## src/rtl/hazard_stall_controller.sv

```systemverilog
// -----------------------------------------------------------------------------
// hazard_stall_controller
//
// Pipeline sequencing controller for the 5-stage MIPS core, sitting at the
// ID/EX boundary next to the forwarding unit. It:
//   - inserts a one-cycle bubble for load-use hazards forwarding cannot cover,
//   - holds the front end for MD_LATENCY cycles per mult/div and pulses start,
//   - flushes IF/ID and bubbles ID/EX on a taken branch resolved in EX.
//
// Optional feature: define HAZARD_STALL_STATS_EN to add two 32-bit stall
// counters (load_stall_cnt, md_stall_cnt). The default build omits them.
//
// Ports:
//   clk              rising-edge clock
//   rst              asynchronous active-low reset
//   rs_id, rt_id     source register fields of the ID instruction
//   uses_rt_id       ID instruction reads rt
//   md_req_id        ID instruction is mult/div
//   rt_ex            destination (rt) of the EX instruction
//   readmem_ex       EX instruction is a load
//   branch_taken_ex  branch in EX resolved taken
//   pc_write         PC update enable
//   ifid_write       IF/ID register enable
//   idex_bubble      load a NOP into ID/EX
//   ifid_flush       clear IF/ID
//   md_start         one-cycle start pulse to the mult/div unit
//   md_busy          high while waiting on the mult/div unit
//   md_done          one-cycle pulse on the release cycle
//   load_stall_cnt   (stats build) load-use stall cycles, wraps at 2^32
//   md_stall_cnt     (stats build) mult/div stall cycles, wraps at 2^32
//
// Outputs are combinational from the state, the counter and current inputs.
// -----------------------------------------------------------------------------
module hazard_stall_controller #(
    parameter int unsigned MD_LATENCY = 32,
    parameter int unsigned CNT_W      = 6
) (
    input  logic       clk,
    input  logic       rst,
    input  logic [4:0] rs_id,
    input  logic [4:0] rt_id,
    input  logic       uses_rt_id,
    input  logic       md_req_id,
    input  logic [4:0] rt_ex,
    input  logic       readmem_ex,
    input  logic       branch_taken_ex,
    output logic       pc_write,
    output logic       ifid_write,
    output logic       idex_bubble,
    output logic       ifid_flush,
    output logic       md_start,
    output logic       md_busy,
    output logic       md_done
`ifdef HAZARD_STALL_STATS_EN
    ,
    output logic [31:0] load_stall_cnt,
    output logic [31:0] md_stall_cnt
`endif
);

    typedef enum logic {
        RUN     = 1'b0,
        MD_WAIT = 1'b1
    } state_e;

    localparam logic [CNT_W-1:0] CNT_LOAD = CNT_W'(MD_LATENCY - 1);

    state_e           state_q, state_d;
    logic [CNT_W-1:0] cnt_q,   cnt_d;
    logic             load_hz;
    logic             stall;

    // Load in EX writes a register the ID instruction reads; r0 never hazards.
    assign load_hz = readmem_ex && (rt_ex != 5'd0) &&
                     ((rt_ex == rs_id) || (uses_rt_id && (rt_ex == rt_id)));

    // State and latency counter.
    always_ff @(posedge clk or negedge rst) begin
        if (!rst) begin
            state_q <= RUN;
            cnt_q   <= '0;
        end else begin
            state_q <= state_d;
            cnt_q   <= cnt_d;
        end
    end

    // Next state and control outputs; priority is branch > load_hz > md_req_id.
    always_comb begin
        state_d     = state_q;
        cnt_d       = cnt_q;
        stall       = 1'b0;
        ifid_flush  = 1'b0;
        md_start    = 1'b0;
        md_busy     = 1'b0;
        md_done     = 1'b0;
        idex_bubble = 1'b0;

        unique case (state_q)
            RUN: begin
                if (branch_taken_ex) begin
                    ifid_flush  = 1'b1;
                    idex_bubble = 1'b1;
                end else if (load_hz) begin
                    // Single bubble: the load leaves EX at the next edge.
                    stall = 1'b1;
                end else if (md_req_id) begin
                    stall    = 1'b1;
                    md_start = 1'b1;
                    cnt_d    = CNT_LOAD;
                    state_d  = MD_WAIT;
                end
            end
            MD_WAIT: begin
                md_busy = 1'b1;
                if (branch_taken_ex) begin
                    // Older branch kills the waiting mult/div.
                    ifid_flush  = 1'b1;
                    idex_bubble = 1'b1;
                    cnt_d       = '0;
                    state_d     = RUN;
                end else if (cnt_q != '0) begin
                    stall = 1'b1;
                    cnt_d = cnt_q - CNT_W'(1);
                end else begin
                    md_done = 1'b1;
                    state_d = RUN;
                end
            end
            default: begin
                state_d = RUN;
                cnt_d   = '0;
            end
        endcase

        if (stall) begin
            idex_bubble = 1'b1;
        end
        pc_write   = !stall;
        ifid_write = !stall;
    end

`ifdef HAZARD_STALL_STATS_EN
    logic [31:0] load_stall_cnt_q;
    logic [31:0] md_stall_cnt_q;
    logic        load_stall;
    logic        md_stall;

    // In RUN a stall with load_hz present is always the load bubble.
    assign load_stall = stall && (state_q == RUN) && load_hz;
    assign md_stall   = stall && !load_stall;

    // Stall statistics, free-running with natural wrap.
    always_ff @(posedge clk or negedge rst) begin
        if (!rst) begin
            load_stall_cnt_q <= '0;
            md_stall_cnt_q   <= '0;
        end else begin
            if (load_stall) begin
                load_stall_cnt_q <= load_stall_cnt_q + 32'd1;
            end
            if (md_stall) begin
                md_stall_cnt_q <= md_stall_cnt_q + 32'd1;
            end
        end
    end

    assign load_stall_cnt = load_stall_cnt_q;
    assign md_stall_cnt   = md_stall_cnt_q;
`endif

endmodule
```

## config.mk

```make
export PLATFORM = sky130hd
export DESIGN_NAME = hazard_stall_controller
export DESIGN_NICKNAME = d
export VERILOG_FILES = /design/src/rtl/hazard_stall_controller.sv
export SDC_FILE = /design/constraint.sdc
export NUM_CORES = 1
export LEC_CHECK = 0
export BUFFER_PORTS_ARGS = -buffer_cell sky130_fd_sc_hd__clkbuf_2
export CAP_MARGIN = 0
export CORE_ASPECT_RATIO = 0.9
export CORE_UTILIZATION = 46
export DETAILED_ROUTE_END_ITERATION = 10
export PLACE_DENSITY = 0.8
export RECOVER_POWER = 50
export SYNTH_ARGS = -nofsm -noshare
export SYNTH_HDL_FRONTEND = slang
export SYNTH_SLANG_ARGS = --single-unit
export TNS_END_PERCENT = 10
```

## constraint.sdc

```tcl
create_clock -name clk -period 2.6 [get_ports clk]
set_input_delay 0.26 -clock clk [delete_from_list [all_inputs] [get_ports clk]]
set_output_delay 0.26 -clock clk [all_outputs]
set_load 0.01 [all_outputs]
```

==> results of run 1 <==
==> sequential cells by signal, indices dropped and copies added, names as in the netlist <==
| signal | cells |
|---|---|
| cnt_q | 6 |
| state_q | 1 |
==> worst register-to-register path: cells and delay by family, from the launching register on <==
family	cells	cell delay (ns)
AND/OR/NAND/NOR	3	1.10
adder cells (fa/ha/maj)	1	0.14
flip-flops	1	0.43
AO/OA/AOI/OAI	2	0.26
buffers and inverters	3	0.39
==> cell type report <==
class                      count  area, sq um  area share, %
inverter                       5         18.8           2.13
clock buffer                   4         26.3           2.98
tap                           14         17.5           1.99
sequential                     7          175           19.9
timing repair buffer          33          179           20.3
multi-input combinational     65          464           52.7
==> per-layer routing <==
layer | track usage [%] | vias up | share of wire [%]
met1 | 29.2 | 329 | 44
met2 | 31.5 | 42 | 45
met4 | 15.6 | 0 | 4.4
met3 | 7.55 | 11 | 7.0
met5 | 0 | - | 0
li1 | - | 363 | -
==> metrics by stage <==
step,total power [mW],hold WS (ns),worst slack [ns]
after floorplan,0.261,-0.0356,0.447
after global routing,0.475,0.354,-0.0204
after CTS,0.424,0.350,0.0365
final,0.447,0.353,0.0197
after detailed placement,0.314,0.106,0.326
after global placement,0.306,0.104,0.408
==> cell families after synthesis <==
| kind of cell | count (synthesis) | synth area share (%) |
|---|---|---|
| AO/OA/AOI/OAI | 25 | 27.2 |
| AND/OR/NAND/NOR | 28 | 23.6 |
| XOR/XNOR | 10 | 13.1 |
| buffers and inverters | 9 | 6.18 |
| flip-flops | 7 | 26.2 |
| adder cells (fa/ha/maj) | 2 | 3.74 |
==> power by group <==
group	internal, mW	switching [mW]	total (mW)
Clock	0.0590	0.0478	0.107
Combinational	0.0814	0.0897	0.171
Sequential	0.131	0.0375	0.169
==> worst max-delay path by stage <==
stage	end	slack, ns
after floorplan	pc_write	0.45
after global placement	idex_bubble	0.41
after detailed placement	idex_bubble	0.33
after CTS	idex_bubble	0.04
after global routing	idex_bubble	-0.02
final	idex_bubble	0.02
==> timing repair <==
| item | 4_1_cts | 5_1_grt |
|---|---|---|
| hold buffers | 1 | 0 |
| endpoints found under the setup margin | 0 | 1 |
| gates resized for setup | 0 | 5 |
| buffers inserted | 0 | 5 |
| hold endpoints to repair | 7 | 0 |
==> layout by cell type, fill, tap and decap left out, drive strengths merged, types with 2 or more instances in the layout <==
cell type / netlist / final
a21oi: 3 / 3
a31oi: 2 / 2
a32oi: 3 / 3
buf: 2 / 6
clkbuf: 2 / 30
dfrtp: 7 / 7
ha: 2 / 2
inv: 5 / 5
nand2: 5 / 5
nor2: 9 / 9
nor3: 2 / 2
nor4: 3 / 3
o21ai: 9 / 9
o31ai: 3 / 3
xor2: 9 / 9
==> metrics.md, run 1 <==
| Metric | Value |
|---|---|
| CTS tree | done |
| DRT Pass-1 Iters | 4 |
| Crit path time final | 2.58 ns |
| Sequential area share after synthesis | 26.2% |
| Worst path cell trace | inv_2 > ha_4 > or3b_4 > or3_4 > or2_1 > a21o_1 > buf_2 |
| Post-DRT Antenna Nets | 0 |
| Global-route wire length before repair | 2570 um |
| Min-Delay Startpoint | md_req_id |
| Critical path class | reg2out |
| Layout cell share with drive strength beyond 1 | 36.0% |
| # port buffers | 27 |
| Synth Cell Area | 668 sq um |
| WP data arrival | 2.32 ns |
| Clock root cell | clkbuf_4 |
| Nature of the critical path endpoint | primary output |
| R2r worst-path depth | 9 |
| Clk_lat worst skew | 0.27 ns |
| Antenna cell count | 0 |
| Post-Place Cells | 118 |
| Filler cell count | 103 |
| Pwr Density | 507 nW/um^2 |
| Cells after Synth | 81 |
| Total number of vias | 745 |
| Synth Flop Type | dfrtp_1 |
| Initial Util | 51.7% |
| Largest net degree at the start of global routing | 16 |
| Hold EP | cnt_q[5] |
| Clock Skew | 0.0129 ns |
| CP Launch Point | cnt_q[0] |
| NumNets Final | 138 |
| Ports | 28 |
| Final setup TNS | 0 ns |
| Buf/Inv on CP | 2 |
| FF-to-FF Start | cnt_q[0] |
| Detailed Route WL | 1850 um |
| HPWL Detailed | 1350 um |
| R2r endpoint | cnt_q[3] |
| Worst-Margin Slew | 0.674 ns |
| WL per Instance | 14.4 um |
| Area after DPL | 798 sq um |
| Die W | 42.2 um |
| Max incr delay on CP | 0.43 ns |
| GRT Util Overall | 22.6% |
| Max Slew Vio Count | 0 |
| Number of synthesized register bits | 7 |
| Rel. slew slack | 55.0% |
| Iter 0 DRT Violations | 25 |
| Crit-path slowest cell | dfrtp_1 |
| # setup viols final | 0 |
| Num CTS Buffers | 3 |
| H-Tree Level Count | 1 |
| Final hold violations | 0 |
| Overflow after GRT | 0 |
| Clock transition at path regs | 0.06 ns |
| Max-cap violations | 0 |
| Final Non-Filler Cells | 128 |
| Post-synthesis area per instance | 8.25 sq um |
| Hold WC Path Type | in2reg |
| Clk sink count | 7 |
| FMAX | 388 MHz |
| Final Instance Area | 881 sq um |
| Reg-to-reg slack, setup | 0.12 ns |
| Vias in the first global route | 558 |
| Critical path peak fanout | 5 |
| Most frequent cells after synthesis | nor2_1 (9), xor2_1 (9), dfrtp_1 (7) |
| RePlAce Congestion | 0.835 |
| Synth top area share | 26.2% |
| Post-synth EDFFs | 0 |
| Die ar. | 1610 sq um |
| Top area cells in the synthesized netlist | dfrtp_1 (26%), xor2_1 (12%), nor2_1 (5.1%), ha_1 (3.7%), o31ai_1 (3.4%) |
| Leak | 0.409 nW |
| Synthesized net count | 104 |
| CP startpoint kind | register |
| Die height | 38.2 um |
| Largest area contributor in the netlist | dfrtp_1 |
| CTS Buffer Depth | 2 |
| Worst hold stages | 3 |
| Peak VDD IR | 407 uV |
| # DRC | 0 |
| Synth warn | 0 |
| Rows | 12 |
| Util after Layout | 68.2% |
| Initial antenna violation count | 0 |
| Critical path's top delay family | simple AND/OR/NAND/NOR gates |
| Total core area | 1290 sq um |
| Fin crit share | 99.2% |
| Status | completed |
| Syn-to-layout area delta | 31.8% |
| Async SR Flop Fraction | 100% |
| Crit path depth | 7 |
| Vias per inst | 5.82 |
| Worst EP required | 2.34 ns |
| Unique cell type count in the Yosys netlist | 33 |
Power figures use the tool's default switching activity.
==> run 2, diff against run 1 <==
Settings changed: CORE_ASPECT_RATIO 0.9 to default, CORE_UTILIZATION 46 to 49, PLACE_DENSITY 0.8 to 0.85, RECOVER_POWER 50 to default.
Clock period 2.6 ns to 3 ns, I/O delays scaled along.
==> run 2 against run 1 <==
Die area fell by 5.8%. Combinational power fell by 26%. Sequential share of layout area rose by 1.1 points. Flip-flop and latch count did not move. Routed wire length fell by 15%. Clock power fell by 20%. Via count fell by 5.8%. Register-to-register slack improved by 0.74 ns. Critical path depth did not move. Clock-buffer cell count did not move. Non-clock buffer count fell by 5. Largest cell class unchanged. Highest routed layer unchanged.
==> metrics.md, run 2 (synthesis results as in run 1) <==
| Metric | Value |
|---|---|
| Max incr delay on CP | 0.41 ns |
| Clock share of power | 24.1% |
| Clk_lat worst skew | 0.26 ns |
| Vias in the first global route | 557 |
| Final Non-Filler Cells | 123 |
| WL per Instance | 12.7 um |
| Hold-fix buffers at CTS | 1 |
| Clock root cell | clkbuf_4 |
| Nature of the critical path endpoint | primary output |
| Filler cell count | 90 |
| Multi-input gate area | 452 sq um |
| Hold slack | 0.412 ns |
| Register area | 175 sq um |
| Largest register FFs | 6 |
| HPWL Detailed | 1260 um |
| Fin crit share | 84.3% |
| Total number of vias | 702 |
| Rel. slew slack | 69.9% |
| Placement Setup Slack | 0.746 ns |
| Critical path peak fanout | 6 |
| Worst-Margin Slew | 0.452 ns |
| Most frequent cells in the layout | clkbuf_2 (27), xor2_1 (9), nor2_1 (9) |
| H-Tree Level Count | 1 |
| WP data arrival | 2.23 ns |
| Syn-to-layout area delta | 24.9% |
| Hold WC Path Type | in2async |
| RSZ-0062 raised after global routing | false |
| Critical path's top delay family | simple AND/OR/NAND/NOR gates |
| Overflow after GRT | 0 |
| Ports | 28 |
| FMAX | 395 MHz |
| DRT Pass-1 Iters | 4 |
| RePlAce Congestion | 0.846 |
| Leak | 0.401 nW |
| CP startpoint kind | register |
| Logic pwr share | 35.7% |
| Net Switching | 132 uW |
| NumNets Final | 133 |
| Initial Util | 56.3% |
| Max-cap violations | 0 |
| Clk sink count | 7 |
| Worst EP required | 2.70 ns |
| Pwr Density | 428 nW/um^2 |
| Reg power frac | 40.2% |
| Final setup TNS | 0 ns |
| CTS tree | done |
| Rows | 12 |
| # setup viols final | 0 |
| Buf/Inv on CP | 2 |
| Switching part of the total power | 37.1% |
| Final Instance Area | 835 sq um |
| # Post-CTS Setup Buffers | 0 |
| Largest regs | cnt_q (6), state_q (1) |
| Status | completed |
| Vias per inst | 5.71 |
| Num CTS Buffers | 3 |
| Die height | 38.9 um |
| Crit-path slowest cell | dfrtp_1 |
| Post-DRT Antenna Nets | 0 |
| Clock Skew | 0.00664 ns |
| CTS Buffer Depth | 2 |
| Antenna cell count | 0 |
| Crit path time final | 2.53 ns |
| Register with the most flip-flops | cnt_q |
| Total core area | 1190 sq um |
| Largest net degree at the start of global routing | 16 |
| Initial antenna violation count | 0 |
| Detailed Route WL | 1570 um |
| Die W | 38.9 um |
| Global-route wire length before repair | 2290 um |
| Clock transition at path regs | 0.05 ns |
| Final hold violations | 0 |
| Iter 0 DRT Violations | 22 |
| GRT Util Overall | 23.3% |
| Cts repair resizes | 0 |
| # port buffers | 27 |
| Area after DPL | 798 sq um |
| Layout cell share with drive strength beyond 1 | 33.0% |
| Post-Place Cells | 118 |
| # DRC | 0 |
| Die ar. | 1520 sq um |
| Worst path cell trace | inv_1 > ha_1 > or3b_4 > or3_4 > or2_1 > a21o_1 > clkbuf_2 |
| Max Slew Vio Count | 0 |
| Critical path class | reg2out |
| Pint | 225 uW |
| Most common cell after layout, fill and taps aside | clkbuf_2 |
| Peak VDD IR | 296 uV |
| Final Worst Setup Slack | 0.470 ns |
## run 2: layout make-up
type	count	area share, %
Tap cell	14	2.10
Multi-Input combinational cell	65	54.1
Timing Repair Buffer	28	17.4
Inverter	5	2.25
Clock buffer	4	3.15
Sequential cell	7	21.0
## run 2: power groups by stage
stage                     clock network [mW]  logic, mW  registers (mW)
after global routing                  0.0981      0.141           0.145
after global placement                     0      0.123           0.143
after detailed placement                   0      0.126           0.143
after CTS                             0.0883      0.128           0.142
final                                 0.0861      0.127           0.143
after floorplan                            0     0.0909           0.135
## run 2: final timing paths
| check | start | endpoint | slack, ns | cells past startpoint |
|---|---|---|---|---|
| worst min register to register | cnt_q[1] | cnt_q[1] | 0.56 | 2 |
| worst min-delay path | rst | cnt_q[4] | 0.41 | 2 |
| max in group asynchronous | rst | cnt_q[0] | 2.42 | 2 |
| min in group clk | md_req_id | cnt_q[5] | 0.42 | 3 |
| worst max-delay path | cnt_q[0] | idex_bubble | 0.47 | 7 |
| worst max register to register | cnt_q[0] | cnt_q[3] | 0.86 | 7 |
## run 2: through the flow
stage,utilization [%],power (mW)
floorplan,-,0.226
global placement,67.3,0.265
detailed placement,67.3,0.270
CTS,70.4,0.358
global route,70.4,0.385
finish,70.4,0.357
## run 2: metal layers
metal	GRT usage, %	up-vias	wire [um]
met3	10.4	2	94
li1	-	354	-
met5	0	-	0
met2	37.9	29	771
met4	7.76	0	12
met1	26.8	317	688
